**config.mk**
```make
export PLATFORM = sky130hd
export DESIGN_NAME = run_sprite_fetch
export DESIGN_NICKNAME = d
export VERILOG_FILES = /design/src/rtl/run_sprite_pkg.sv /design/src/rtl/run_anim_ctrl.sv /design/src/rtl/run_sprite_fetch.sv
export SDC_FILE = /design/constraint.sdc
export NUM_CORES = 1
export LEC_CHECK = 0
export ABC_AREA = 0
export BUFFER_PORTS_ARGS = -buffer_cell sky130_fd_sc_hd__buf_2
export CAP_MARGIN = 0
export CORE_MARGIN = 2
export CORE_UTILIZATION = 50
export DETAILED_ROUTE_END_ITERATION = 8
export PLACE_DENSITY = 0.72
export SETUP_SLACK_MARGIN = 0.02
export SKIP_CTS_REPAIR_TIMING = 1
export SYNTH_ARGS = -nofsm -noshare
export SYNTH_HDL_FRONTEND = slang
export SYNTH_SLANG_ARGS = --single-unit
```
**constraint.sdc**
```tcl
create_clock -name Clk -period 4.38 [get_ports Clk]
set_input_delay 0.219 -clock Clk [delete_from_list [all_inputs] [get_ports Clk]]
set_output_delay 0.219 -clock Clk [all_outputs]
set_load 0.01 [all_outputs]
```
**src/rtl/run_sprite_pkg.sv**
```systemverilog
// Shared types and default geometry for the running-character sprite fetch path.
package run_sprite_pkg;

    typedef enum logic [0:0] {
        IDLE = 1'b0,
        RUN  = 1'b1
    } anim_state_t;

    localparam int           DEF_SPR_W           = 32;
    localparam int           DEF_SPR_H           = 48;
    localparam int           DEF_NUM_FRAMES      = 4;
    localparam int           DEF_FRAME_HOLD      = 6;
    localparam logic [3:0]   DEF_TRANSPARENT_IDX = 4'h0;

    // Counter width that stays legal when the count collapses to one value.
    function automatic int cnt_w(input int n);
        return (n > 1) ? $clog2(n) : 1;
    endfunction

endpackage

```
**src/rtl/run_anim_ctrl.sv**
```systemverilog
// Vsync tick detection, per-frame shadow copies of the sprite position and
// the IDLE/RUN animation sequencer that selects the current ROM frame.
module run_anim_ctrl
    import run_sprite_pkg::*;
#(
    parameter int NUM_FRAMES = DEF_NUM_FRAMES,
    parameter int FRAME_HOLD = DEF_FRAME_HOLD,
    parameter int FRAME_W    = cnt_w(NUM_FRAMES)
) (
    input  logic               clk_i,
    input  logic               rst_ni,
    input  logic               vs_i,
    input  logic [9:0]         pos_x_i,
    input  logic [9:0]         pos_y_i,
    input  logic               facing_left_i,
    input  logic               running_i,
    output logic [FRAME_W-1:0] frame_o,
    output logic [9:0]         pos_x_o,
    output logic [9:0]         pos_y_o,
    output logic               facing_left_o
);

    localparam int HOLD_W = cnt_w(FRAME_HOLD);

    logic               vs_d_q;
    logic               tick_s;
    logic [9:0]         pos_x_q, pos_y_q;
    logic               facing_q;
    anim_state_t        state_q, state_d;
    logic [FRAME_W-1:0] frame_q, frame_d;
    logic [HOLD_W-1:0]  hold_q, hold_d;

    assign tick_s = vs_d_q & ~vs_i;

    // Vsync delay and shadow capture; running is consumed directly by the FSM at the tick.
    always_ff @(posedge clk_i or negedge rst_ni) begin
        if (!rst_ni) begin
            vs_d_q   <= 1'b1;
            pos_x_q  <= 10'd0;
            pos_y_q  <= 10'd0;
            facing_q <= 1'b0;
        end else begin
            vs_d_q <= vs_i;
            if (tick_s) begin
                pos_x_q  <= pos_x_i;
                pos_y_q  <= pos_y_i;
                facing_q <= facing_left_i;
            end
        end
    end

    // Animation state and counters.
    always_ff @(posedge clk_i or negedge rst_ni) begin
        if (!rst_ni) begin
            state_q <= IDLE;
            frame_q <= {FRAME_W{1'b0}};
            hold_q  <= {HOLD_W{1'b0}};
        end else begin
            state_q <= state_d;
            frame_q <= frame_d;
            hold_q  <= hold_d;
        end
    end

    // Next-state: everything advances only on the vsync tick.
    always_comb begin
        state_d = state_q;
        frame_d = frame_q;
        hold_d  = hold_q;
        if (tick_s) begin
            case (state_q)
                IDLE: begin
                    frame_d = {FRAME_W{1'b0}};
                    hold_d  = {HOLD_W{1'b0}};
                    state_d = running_i ? RUN : IDLE;
                end
                RUN: begin
                    if (!running_i) begin
                        state_d = IDLE;
                        frame_d = {FRAME_W{1'b0}};
                        hold_d  = {HOLD_W{1'b0}};
                    end else if (hold_q == HOLD_W'(FRAME_HOLD - 1)) begin
                        hold_d  = {HOLD_W{1'b0}};
                        frame_d = (frame_q == FRAME_W'(NUM_FRAMES - 1)) ?
                                  {FRAME_W{1'b0}} : frame_q + FRAME_W'(1);
                    end else begin
                        hold_d = hold_q + HOLD_W'(1);
                    end
                end
                default: begin
                    state_d = IDLE;
                    frame_d = {FRAME_W{1'b0}};
                    hold_d  = {HOLD_W{1'b0}};
                end
            endcase
        end else begin
            state_d = state_q;
        end
    end

    // Outputs: IDLE always presents frame 0.
    always_comb begin
        frame_o       = (state_q == RUN) ? frame_q : {FRAME_W{1'b0}};
        pos_x_o       = pos_x_q;
        pos_y_o       = pos_y_q;
        facing_left_o = facing_q;
    end

endmodule

```
**src/rtl/run_sprite_fetch.sv**
```systemverilog
// Per-pixel sprite fetch: inside test, ROM addressing and a 3-cycle aligned
// palette index / coverage / blank output for the downstream palette stage.
module run_sprite_fetch
    import run_sprite_pkg::*;
#(
    parameter int         SPR_W           = DEF_SPR_W,
    parameter int         SPR_H           = DEF_SPR_H,
    parameter int         NUM_FRAMES      = DEF_NUM_FRAMES,
    parameter int         FRAME_HOLD      = DEF_FRAME_HOLD,
    parameter logic [3:0] TRANSPARENT_IDX = DEF_TRANSPARENT_IDX,
    parameter int         ADDR_W          = $clog2(SPR_W * SPR_H * NUM_FRAMES)
) (
    input  logic              Clk,
    input  logic              Reset_n,
    input  logic [9:0]        DrawX,
    input  logic [9:0]        DrawY,
    input  logic              blank_n,
    input  logic              vs,
    input  logic [9:0]        PosX,
    input  logic [9:0]        PosY,
    input  logic              facing_left,
    input  logic              running,
    output logic [ADDR_W-1:0] rom_addr,
    input  logic [3:0]        rom_q,
    output logic [3:0]        sprite_idx,
    output logic              sprite_on,
    output logic              blank_n_out
);

    localparam int FRAME_W = cnt_w(NUM_FRAMES);

    logic [FRAME_W-1:0] frame_s;
    logic [9:0]         pos_x_s, pos_y_s;
    logic               facing_s;

    run_anim_ctrl #(
        .NUM_FRAMES (NUM_FRAMES),
        .FRAME_HOLD (FRAME_HOLD),
        .FRAME_W    (FRAME_W)
    ) u_anim (
        .clk_i         (Clk),
        .rst_ni        (Reset_n),
        .vs_i          (vs),
        .pos_x_i       (PosX),
        .pos_y_i       (PosY),
        .facing_left_i (facing_left),
        .running_i     (running),
        .frame_o       (frame_s),
        .pos_x_o       (pos_x_s),
        .pos_y_o       (pos_y_s),
        .facing_left_o (facing_s)
    );

    logic              inside_s;
    logic [10:0]       lx_s, ly_s, col_s;
    logic [ADDR_W-1:0] rom_addr_d, rom_addr_q;
    logic              inside_d1_q, inside_d2_q, blank_d1_q, blank_d2_q;
    logic              opaque_s;
    logic [3:0]        sprite_idx_d, sprite_idx_q;
    logic              sprite_on_q, blank_out_q;

    // 11-bit compares so a sprite near the right/bottom edge clips instead of wrapping.
    always_comb begin
        inside_s = ({1'b0, DrawX} >= {1'b0, pos_x_s}) &&
                   ({1'b0, DrawX} <  ({1'b0, pos_x_s} + 11'(SPR_W))) &&
                   ({1'b0, DrawY} >= {1'b0, pos_y_s}) &&
                   ({1'b0, DrawY} <  ({1'b0, pos_y_s} + 11'(SPR_H)));
        lx_s  = {1'b0, DrawX} - {1'b0, pos_x_s};
        ly_s  = {1'b0, DrawY} - {1'b0, pos_y_s};
        col_s = facing_s ? (11'(SPR_W - 1) - lx_s) : lx_s;
        if (inside_s) begin
            rom_addr_d = ADDR_W'((32'(frame_s) * 32'(SPR_H) + 32'(ly_s)) * 32'(SPR_W)
                                 + 32'(col_s));
        end else begin
            rom_addr_d = {ADDR_W{1'b0}};
        end
    end

    // Output stage decode once the ROM word has arrived.
    always_comb begin
        opaque_s = inside_d2_q && (rom_q != TRANSPARENT_IDX);
        if (opaque_s) begin
            sprite_idx_d = rom_q;
        end else begin
            sprite_idx_d = 4'h0;
        end
    end

    // Address stage, ROM-latency alignment stage and output stage.
    always_ff @(posedge Clk or negedge Reset_n) begin
        if (!Reset_n) begin
            rom_addr_q   <= {ADDR_W{1'b0}};
            inside_d1_q  <= 1'b0;
            inside_d2_q  <= 1'b0;
            blank_d1_q   <= 1'b0;
            blank_d2_q   <= 1'b0;
            sprite_idx_q <= 4'h0;
            sprite_on_q  <= 1'b0;
            blank_out_q  <= 1'b0;
        end else begin
            rom_addr_q   <= rom_addr_d;
            inside_d1_q  <= inside_s;
            blank_d1_q   <= blank_n;
            inside_d2_q  <= inside_d1_q;
            blank_d2_q   <= blank_d1_q;
            sprite_idx_q <= sprite_idx_d;
            sprite_on_q  <= opaque_s;
            blank_out_q  <= blank_d2_q;
        end
    end

    assign rom_addr    = rom_addr_q;
    assign sprite_idx  = sprite_idx_q;
    assign sprite_on   = sprite_on_q;
    assign blank_n_out = blank_out_q;

endmodule

```
Word-level counts from Yosys, hierarchy flattened --
Index checks and enable logic that the tools add are counted. Widths: inputs -> output; s select.
Cells by class: reduce and logical (&&, ||, !) cells 6, magnitude comparators 4, equality and inequality tests 3, bitwise gates (word level) 3, add/subtract/negate cells 9, $mul 1, multiplexer cells 12
Operators by type and width (count):
- $add 10x6->11 const B | 2
- $lt 10x11->1 | 2
- $ge 10x10->1 | 2
- $add 13x11->13 | 1
- $mux 13 | 1
- $mux 11 | 1
- $sub 10x10->11 | 1
- $sub 5x11->11 const A | 1
- $add 8x8->8 | 1
- $mux 2 | 4
- $sub 8x8->8 | 1
- $mux 3 | 2
- $pmux 3 s2 | 1
- $logic_and 1x1->1 | 4
- $mul 2x2->4 const B | 1
- $mux 4 | 1
- $pmux 2 s2 | 1
- $reduce_bool 4->1 | 1
- $add 3x1->3 const B | 1
- $eq 3x3->1 const B | 1
- $ne 3x3->1 const B | 1
- $add 2x1->2 const B | 1
- $eq 2x2->1 const B | 1
- $not 1->1 | 2
- 3 further kinds | 3
Word-level totals: bits in registers 51, input port bits 50, output and inout bits 19, logic and storage cells 53

Longest topological paths before layout --
Gate-level depths: netlist of run 1.
depth in word-level cells 6, mapped depth 20, depth with buffers taken out 20

Modules after synthesis --
From an unflattened synthesis of run 1, not the netlist that was laid out.
Second synthesis, totals: cells, all modules 419, area, all modules 3793.6 µm²
Modules (own cells, without submodules):
- run_sprite_fetch | sequential area each 575.6 µm², instances 1, cells an instance 297, area an instance 2646.3 µm²
- run_anim_ctrl | sequential area each 701.9 µm², instances 1, cells an instance 122, area an instance 1147.4 µm²

Worst setup path after synthesis of run 1 --
Ideal clock, no wire load.
path kind register to register, from register u_anim.pos_x_q[4], in the netlist u_anim.pos_x_o[4], to register rom_addr_q[12], in the netlist rom_addr[12], path slack 676 ps, data required time 4286 ps, library setup time 94 ps, stages on the path, launching flop included 20, arrival time 3611 ps, clock period less this slack 3704 ps, path through dfrtp_1 -> inv_1 -> ha_1 -> and2_4 -> a221o_1 -> nor2_2 -> xnor2_1 -> inv_1 -> ha_1 -> nor2b_1 -> nand3_1 -> o21ai_0 -> a311oi_1 -> o21ai_1 -> xnor2_1 -> ha_1 -> o21ai_0 -> o21bai_1 -> a211o_1 -> a221oi_2
On the way: longest elaborated chain between the ends 6
RTL lines:
- start: declaration | RTL line run_anim_ctrl.sv:27 | logic [9:0] pos_x_q, pos_y_q;
- start signal: assignment | RTL line run_anim_ctrl.sv:45 | pos_x_q <= pos_x_i;
- parallel branches: the longest is 5 deep, another holds $add 13x11->13
- $mux 13 (*) | RTL line run_sprite_fetch.sv:71 | if (inside_s) begin
- via rom_addr_d[12] | RTL line run_sprite_fetch.sv:56 | logic [ADDR_W-1:0] rom_addr_d, rom_addr_q;
- end signal: assignment | RTL line run_sprite_fetch.sv:92 | rom_addr_q <= {ADDR_W{1'b0}};
- end signal: assignment | RTL line run_sprite_fetch.sv:101 | rom_addr_q <= rom_addr_d;
- end: declaration | RTL line run_sprite_fetch.sv:56
Mark *: on every way through the listed nets, which the timed path passes. A chain may end at the register's enable or synchronous reset.

Worst setup path after layout of run 1 --
Same ends and word-level chain as after synthesis.

==> results.json, run 1 <==
{
  "maxSlewHeadroom_pct": 44.12,
  "syn_area_sq_um": 3946,
  "cts_tree": "built",
  "yosysWarnings": 0,
  "setup_tns_ps": 0,
  "place_hpwl_mm": 6.595,
  "cp.required_ps": 4590,
  "io_pins": 69,
  "end_kind": "flip-flop",
  "worstSetupStartpointType": "flip-flop",
  "maxSlewViolCount": 0,
  "critical_path_class": "flip-flop to flip-flop",
  "synth_cell_type_count": 59,
  "final_area_sq_um": 4454,
  "synthFlopType": "dfrtp_1",
  "routed_wl_mm": 8.201,
  "fin_crit_sh_pct": 95.36,
  "row_count": 32,
  "status": "complete, no violations",
  "peakVddDrop_mv": 0.1549,
  "synth_edf_count": 0,
  "clkSinkCount": 51,
  "h-tree-depth": 2,
  "rsz0062_at_grt": "no",
  "nets": 583,
  "grt_remaining_overflow": 0,
  "grt_first_pass_wirelength_mm": 13.73,
  "first_iter_violations": 105,
  "yosysSeqAreaShare_pct": 32.37,
  "drc": 0,
  "placedCellCount": 569,
  "hold_violations": 0,
  "dr.pass1.iters": 5,
  "r2r_setup_slack_ps": 200,
  "synth_top_cell_area_share_pct": 31.71,
  "antenna_left": 0,
  "placed_area_sq_um": 4354,
  "grt_max_degree": 52,
  "portBuffers": 68,
  "antenna_found_initial": 0,
  "crit_fanout": 5,
  "hold_path_class": "input port to async pin",
  "clock_path_buffers": 2,
  "setup_violations": 0,
  "n_antenna_cell": 0,
  "synthesis.nets": 518,
  "finClkSkew_ps": 6.987,
  "routed_via_density": 5.369,
  "synthCells": 410,
  "grt_use_total_pct": 19.77,
  "syn_area_per_cell_sq_um": 9.625,
  "p_leak_nw": 2.164,
  "numCtsBuffers": 5,
  "place.gp.congestion": 0.8616,
  "min_period_ps": 4177,
  "crit_arrival_ps": 4390,
  "synthTopCellsByArea": "dfrtp_1, ha_1, fa_1",
  "worst_pin_slew_ps": 835.7,
  "root_buffer": "clkbuf_8",
  "drive_above_1_share_pct": 22.27,
  "max_freq_ghz": 0.2394,
  "clk_latency_ps": 310,
  "yosysTopAreaCell": "dfrtp_1",
  "die_y_um": 92.84,
  "clkTransAtPathRegs_ps": 90,
  "dieArea_sq_um": 8619,
  "stdcell_count": 578,
  "wire_per_inst_um": 14.19,
  "synth-seq-cells": 51,
  "vias": 3103,
  "grt_pass1_vias": 3064,
  "initial_core_util_pct": 51.33,
  "p_per_area_nw_per_um2": 400.9,
  "ys_async_sr_fraction_pct": 100.0,
  "core-area_sq_um": 7687,
  "cap_violations": 0,
  "area_delta_synth_final_pct": 12.87,
  "die_x_um": 92.84
}
[cells by family after synthesis]
group,synth area share [%]
fa+ha+maj,20.10
simple gates,11.07
mux,1.680
compound gates,21.91
xor+xnor,6.436
flops,32.37
buf+inv,6.436
[path summary, 6_finish.rpt]
check	startpoint	endpoint	cells after the start
setup / recovery	u_anim.pos_x_o[4]$_DFFE_PN0P_	rom_addr[12]$_DFF_PN0_	19
hold / removal	Reset_n	rom_addr[1]$_DFF_PN0_	2
setup reg to reg	u_anim.pos_x_o[4]$_DFFE_PN0P_	rom_addr[12]$_DFF_PN0_	19
hold reg to reg	blank_d1_q$_DFF_PN0_	blank_d2_q$_DFF_PN0_	0
max in group asynchronous	Reset_n	u_anim.pos_x_o[0]$_DFFE_PN0P_	2
min in group Clk	vs	u_anim.vs_d_q$_DFF_PN1_	1
[cell usage in the layout (no fill, tap or decap), types with 11 or more instances in the layout]
cell / synthesis / layout
buf_2: 2 / 68
dfrtp_1: 50 / 50
ha_1: 49 / 49
inv_1: 47 / 47
o21ai_0: 36 / 35
nand2_1: 34 / 34
xnor2_1: 20 / 20
a21oi_1: 16 / 16
nor2_1: 12 / 12
a211oi_2: 11 / 11
[cell type report]
| class | count | area [sq um] |
|---|---|---|
| Tap cell | 102 | 127.6 |
| Timing Repair Buffer | 71 | 365.4 |
| Clock inverter | 2 | 12.51 |
| Multi-Input combinational cell | 299 | 2422 |
| Clock buffer | 6 | 72.57 |
| Sequential cell | 51 | 1277 |
| Inverter | 47 | 176.4 |
| Fill cell | 735 | 3233 |
[metrics by stage]
step           setup slack [ps]  power [mW]  util [%]  hold WS [ps]
2_1_floorplan             675.6       1.312         -        -76.59
3_3_place_gp              464.4       1.478     56.64         326.7
3_5_place_dp              257.5       1.520     56.64         328.8
4_1_cts                   217.4       1.796     57.75         2.084
5_1_grt                   11.01       1.945     57.94         5.126
6_report                  203.1       1.786     57.94         15.74
[cell usage after synthesis (2+ instances only)]
| cell type | n |
|---|---|
| a211o_1 | 2 |
| a211oi_1 | 7 |
| a211oi_2 | 11 |
| a21o_1 | 5 |
| a21oi_1 | 16 |
| a221o_1 | 3 |
| a221oi_2 | 2 |
| a22o_1 | 3 |
| and2_1 | 6 |
| buf_2 | 2 |
| buf_6 | 3 |
| clkbuf_1 | 6 |
| dfrtp_1 | 50 |
| fa_1 | 9 |
| ha_1 | 49 |
| inv_1 | 47 |
| mux2_2 | 5 |
| nand2_1 | 34 |
| nand2b_1 | 3 |
| nand3_1 | 6 |
| nand4_1 | 3 |
| nor2_1 | 12 |
| nor2b_1 | 8 |
| nor3_1 | 7 |
| nor3b_1 | 2 |
| o211ai_1 | 4 |
| o21a_1 | 5 |
| o21ai_0 | 36 |
| o21ai_1 | 4 |
| o21bai_1 | 3 |
| o32ai_1 | 2 |
| xnor2_1 | 20 |
| xor2_1 | 9 |
[flip-flops by register name, summed over array words and instances, names as in the netlist]
name / flops
u_anim.facing_left_o: 1
u_anim.vs_d_q: 1
sprite_idx: 4
u_anim.pos_y_o: 10
blank_n_out: 1
u_anim.frame_q: 2
blank_d2_q: 1
rom_addr: 13
u_anim.state_q: 1
u_anim.pos_x_o: 10
inside_d2_q: 1
blank_d1_q: 1
u_anim.hold_q: 3
inside_d1_q: 1
sprite_on: 1
[routing by layer]
layer	track usage [%]	up-vias	wire length, um
li1	-	1568	-
met1	26.56	1456	3880
met2	33.33	73	3836
met3	3.824	6	418
met4	4.044	0	66
met5	0	-	0
[report_power, final]
group | switching (mW) | total (mW) | internal [mW]
Combinational | 0.548 | 0.958 | 0.410
Sequential | 0.0314 | 0.560 | 0.529
Clock | 0.156 | 0.268 | 0.112
Total | 0.735 | 1.79 | 1.05
[critical path: stages (launching register included)]
cell and delay (ps):
dfrtp_1 330, inv_1 50, ha_1 360, and2_4 220, a221o_1 380, nor2_4 150
xnor2_1 170, inv_1 70, ha_1 210, nor2b_1 150, nand3_1 100, o21ai_0 80
a311oi_1 320, o21ai_1 110, xnor2_1 160, ha_1 240, nor3_1 270, o21bai_1 140
a211o_1 320, a221oi_2 220
(Power assumes the default switching activity.)
==> run 2: changes to the inputs <==
CORE_UTILIZATION = 40   (was 50)
PLACE_DENSITY = unset   (was 0.72)
clock period = 4.5 ns   (was 4.38 ns; I/O delays follow)
==> run 2 against run 1 <==
Effect of this change: combinational power down 3.2%; largest cell class unchanged; final area is 0.65% higher; first-iteration DRC count grew 3.8%; highest routed layer unchanged; die area up 24%; worst hold slack improved by 7.5 ps; critical path depth did not move; fmax up 2.3%; global-route usage is 2.8 points lower; count of clock-buffer cells in the layout did not move; worst setup slack improved by 210 ps; clock skew barely moved.
==> results.json, run 2 (synthesis gave the netlist of run 1 again) <==
{
  "cp.required_ps": 4710,
  "drive_above_1_share_pct": 22.53,
  "grt_first_pass_wirelength_mm": 14.22,
  "area_delta_synth_final_pct": 13.60,
  "drc": 0,
  "vias": 3120,
  "clkSinkCount": 51,
  "crit_cells": 19,
  "maxSlewViolCount": 0,
  "maxSlewHeadroom_pct": 43.12,
  "path_cells": "inv_1, ha_1, and2_4, a221o_1, nor2_2, xnor2_1, inv_1, ha_1, nor2b_1, nand3_1, o21ai_0, a311oi_1, o21ai_1, xnor2_1, ha_1, o21ai_1, o21bai_1, a211o_1, a221oi_2",
  "stdcell_count": 608,
  "setup_violations": 0,
  "swShare_pct": 41.02,
  "crit_arrival_ps": 4290,
  "antenna_left": 0,
  "wirelength_met1_mm": 4.124,
  "fin_crit_sh_pct": 90.77,
  "wl_met3_um": 413,
  "worst_pin_slew_ps": 850.7,
  "crit_slowest_cell": "ha_1",
  "clk_latency_ps": 300,
  "root_buffer": "clkbuf_8",
  "largest_reg_flops": 13,
  "row_count": 36,
  "critical_path_class": "flip-flop to flip-flop",
  "core-area_sq_um": 9684,
  "power_frac_seq_pct": 31.5,
  "place_hpwl_mm": 6.777,
  "clkTransAtPathRegs_ps": 100,
  "combPwrFrac_pct": 53.4,
  "place.gp.congestion": 0.8246,
  "grt_use_total_pct": 16.94,
  "end_kind": "flip-flop",
  "p_leak_nw": 2.160,
  "max_freq_ghz": 0.2448,
  "die_y_um": 103.3,
  "antenna_found_initial": 0,
  "first_iter_violations": 109,
  "dieArea_sq_um": 10680,
  "grt_max_degree": 52,
  "critPathTopFamily": "compound AO/OA/AOI/OAI gates",
  "peakVddDrop_mv": 0.1980,
  "placed_area_sq_um": 4393,
  "cp.buffers_inverters": 2,
  "cap_violations": 0,
  "numCtsBuffers": 5,
  "top_layer_used": "met4",
  "utilization_pct": 46.29,
  "grt_remaining_overflow": 0,
  "worstSetupStartpointType": "flip-flop",
  "clkPwrFrac_pct": 15.1,
  "final_cell_mix": "buf_2, dfrtp_1, ha_1",
  "cts_tree": "built",
  "dr.pass1.iters": 4,
  "initial_core_util_pct": 40.75,
  "crit_fanout": 5,
  "h-tree-depth": 2,
  "setup_tns_ps": 0,
  "portBuffers": 68,
  "p_switching_mw": 0.7115,
  "routed_via_density": 5.132,
  "mostFrequentLayoutCell": "buf_2",
  "final_area_sq_um": 4483,
  "hold_violations": 0,
  "p_int_mw": 1.023,
  "rsz0062_at_grt": "no",
  "io_pins": 69,
  "hold_path_class": "input port to async pin",
  "grt_pass1_vias": 3038,
  "n_antenna_cell": 0,
  "nets": 582,
  "clock_path_buffers": 2,
  "placedCellCount": 600,
  "die_x_um": 103.3,
  "slowest_delay_ps": 360,
  "min_period_ps": 4085,
  "routed_wl_mm": 8.380,
  "wire_per_inst_um": 13.78,
  "wl_met2_mm": 3.782,
  "finClkSkew_ps": 7.061,
  "cpMostUsedCell": "ha_1",
  "status": "complete, no violations",
  "p_per_area_nw_per_um2": 386.9,
  "rr_worst_depth": 19
}
==> run 2: path summary, 6_finish.rpt <==
check	from	endpoint	slack, ps
worst max-delay path	u_anim.pos_x_o[4]$_DFFE_PN0P_	rom_addr[12]$_DFF_PN0_	420
worst min-delay path	Reset_n	rom_addr[1]$_DFF_PN0_	20
worst min register to register	blank_d1_q$_DFF_PN0_	blank_d2_q$_DFF_PN0_	360
min in group Clk	vs	u_anim.vs_d_q$_DFF_PN1_	20
max in group asynchronous	Reset_n	u_anim.hold_q[0]$_DFFE_PN0P_	4040
worst max register to register	u_anim.pos_x_o[4]$_DFFE_PN0P_	rom_addr[12]$_DFF_PN0_	420
==> run 2: area by class of cell <==
cell class,count,area (sq um)
clock buffers,6,72.57
fillers,940,5201
repair buffers,70,355.3
flip-flops and latches,51,1277
clock inverters,2,12.51
multi-input cells,299,2422
inverters,47,176.4
well taps,133,166.4
==> run 2: metal layers <==
| layer | vias up | global-route usage [%] |
|---|---|---|
| met3 | 2 | 2.285 |
| met4 | 0 | 3.644 |
| met5 | - | 0 |
| met1 | 1486 | 24.54 |
| met2 | 67 | 27.12 |
| li1 | 1565 | - |
==> run 2: power by group through the flow <==
stage / combinational [mW] / sequential [mW] / clock [mW]
after floorplan: 0.715 / 0.561 / 0
after global placement: 0.902 / 0.555 / 0
after detailed placement: 0.919 / 0.557 / 0
after CTS: 0.927 / 0.547 / 0.278
after global routing: 1.05 / 0.557 / 0.297
final: 0.927 / 0.547 / 0.261
==> run 2: through the flow <==
stage	power (mW)	setup WS [ps]	hold WS, ps
2_1_floorplan	1.277	795.6	-70.59
3_3_place_gp	1.456	560.4	331.5
3_5_place_dp	1.475	452.5	335.6
4_1_cts	1.752	385.6	7.620
5_1_grt	1.906	88.46	10.61
6_report	1.735	415.5	23.25
==> run 3: changes to the inputs <==
SETUP_SLACK_MARGIN = unset   (was 0.02)
clock period = 4.8 ns   (was 4.5 ns; I/O delays follow)
==> run 3 against run 2 <==
Effect of this change: combinational power is 7.0% lower; register-to-register slack better by 190 ps; cell count stayed put; utilization rose by 0.28 points; sequential power shrank 6.4%; largest power group unchanged.
==> results.json, run 3 (synthesis gave the netlist of run 1 again) <==
{
  "status": "complete, no violations",
  "numCtsBuffers": 5,
  "drc": 0,
  "wl_met3_um": 378,
  "n_antenna_cell": 0,
  "rsz0062_at_grt": "no",
  "antenna_found_initial": 0,
  "worstSetupStartpointType": "flip-flop",
  "grt_max_degree": 52,
  "grt_use_total_pct": 16.65,
  "die_x_um": 103.3,
  "hold_violations": 0,
  "critPathCapture": "rom_addr[12]$_DFF_PN0_",
  "r2r-end": "rom_addr[12]$_DFF_PN0_",
  "worst_pin_slew_ps": 845.6,
  "root_buffer": "clkbuf_8",
  "clock_path_buffers": 2,
  "min_period_ps": 4193,
  "final_cell_mix": "buf_2, dfrtp_1, ha_1",
  "clk_latency_ps": 300,
  "dieArea_sq_um": 10680,
  "maxSlewHeadroom_pct": 43.46,
  "grt_first_pass_wirelength_mm": 14.12,
  "largest_reg_flops": 13,
  "clkPwrFrac_pct": 18.4,
  "io_pins": 69,
  "combPwrFrac_pct": 51.2,
  "setup_tns_ps": 0,
  "antenna_left": 0,
  "final_area_sq_um": 4511,
  "crit_arrival_ps": 4410,
  "power_frac_seq_pct": 30.4,
  "total_power_mw": 1.685,
  "h-tree-depth": 2,
  "grt_remaining_overflow": 0,
  "fillCellCount": 967,
  "r2r_setup_slack_ps": 610,
  "critical_path_class": "flip-flop to flip-flop",
  "vias": 3021,
  "portBuffers": 68,
  "placed_area_sq_um": 4393,
  "core-area_sq_um": 9684,
  "place.gp.congestion": 0.8322,
  "routed_via_density": 4.969,
  "setup_violations": 0,
  "row_count": 36,
  "utilization_pct": 46.58,
  "wirelength_met1_mm": 4.236,
  "max_freq_ghz": 0.2385,
  "maxSlewViolCount": 0,
  "clkSinkCount": 51,
  "cap_violations": 0,
  "wl_met2_mm": 3.718,
  "wire_per_inst_um": 13.81,
  "clkTransAtPathRegs_ps": 100,
  "area_delta_synth_final_pct": 14.30,
  "p_leak_nw": 2.178,
  "end_kind": "flip-flop",
  "cp.required_ps": 5010,
  "finClkSkew_ps": 9.796,
  "whs_ps": 31.10,
  "routed_wl_mm": 8.398,
  "crit_fanout": 5,
  "swShare_pct": 39.38,
  "first_iter_violations": 123,
  "grt_pass1_vias": 2984,
  "top_layer_used": "met4",
  "die_y_um": 103.3,
  "dr.pass1.iters": 4,
  "mostFrequentLayoutCell": "buf_2",
  "nets": 582,
  "place_hpwl_mm": 6.808,
  "p_switching_mw": 0.6634,
  "setup.worst_path.start": "u_anim.pos_x_o[4]$_DFFE_PN0P_",
  "rr_startpoint": "u_anim.pos_x_o[4]$_DFFE_PN0P_",
  "p_per_area_nw_per_um2": 373.5,
  "cts_tree": "built",
  "rr_worst_depth": 19,
  "p_int_mw": 1.021,
  "initial_core_util_pct": 40.75,
  "peakVddDrop_mv": 0.1865,
  "drive_above_1_share_pct": 22.53,
  "hold_path_class": "input port to flip-flop",
  "fin_crit_sh_pct": 87.36
}
[run 3: routing by layer]
layer  GRT usage, %  vias to the layer above
li1               -                     1562
met1          24.28                     1389
met2          26.27                       65
met3          2.890                        5
met4          3.036                        0
met5              0                        -
[run 3: worst max-delay path, cell delays in order (launching register included)]
cell and delay [ps]:
dfrtp_1 370, inv_1 70, ha_1 290, and2_4 210
a221o_1 370, nor2_2 200, xnor2_1 190, inv_1 80
ha_1 220, nor2b_1 150, nand3_1 90, o21ai_0 80
a311oi_1 280, o21ai_1 110, xnor2_1 170, ha_1 330
o21ai_0 250, o21bai_1 120, a211o_1 320, a221oi_2 210
[run 3: final cells by class]
class / count / area [sq um] / area share, %
Clock buffer: 6 / 82.58 / 1.831
Multi-Input combinational cell: 299 / 2417 / 53.59
Sequential cell: 51 / 1277 / 28.32
Clock inverter: 2 / 35.03 / 0.7767
Inverter: 47 / 176.4 / 3.911
Tap cell: 133 / 166.4 / 3.689
Timing Repair Buffer: 70 / 355.3 / 7.878
[run 3: power groups by stage]
stage               clock (mW)  combinational [mW]  sequential [mW]
global route             0.338               0.983            0.521
detailed placement           0               0.863            0.521
CTS                      0.323               0.870            0.513
global placement             0               0.845            0.520
finish                   0.310               0.862            0.512
floorplan                    0               0.671            0.526
[run 3: worst min path at each step]
stage / startpoint / end / slack [ps] / depth (start not counted)
2_1_floorplan: Reset_n / blank_d1_q$_DFF_PN0_ / -60 / 0
3_3_place_gp: blank_d2_q$_DFF_PN0_ / blank_n_out$_DFF_PN0_ / 330 / 0
3_5_place_dp: blank_d1_q$_DFF_PN0_ / blank_d2_q$_DFF_PN0_ / 340 / 0
4_1_cts: blank_n / blank_d1_q$_DFF_PN0_ / 20 / 1
5_1_grt: blank_n / blank_d1_q$_DFF_PN0_ / 20 / 1
6_report: blank_n / blank_d1_q$_DFF_PN0_ / 30 / 1
[run 3: per-stage QoR]
| step | instances | setup slack, ps |
|---|---|---|
| after floorplan | 410 | 1096 |
| after global placement | 600 | 846.6 |
| after detailed placement | 600 | 669.0 |
| after CTS | 608 | 632.1 |
| after global routing | 608 | 285.5 |
| final | 608 | 606.7 |
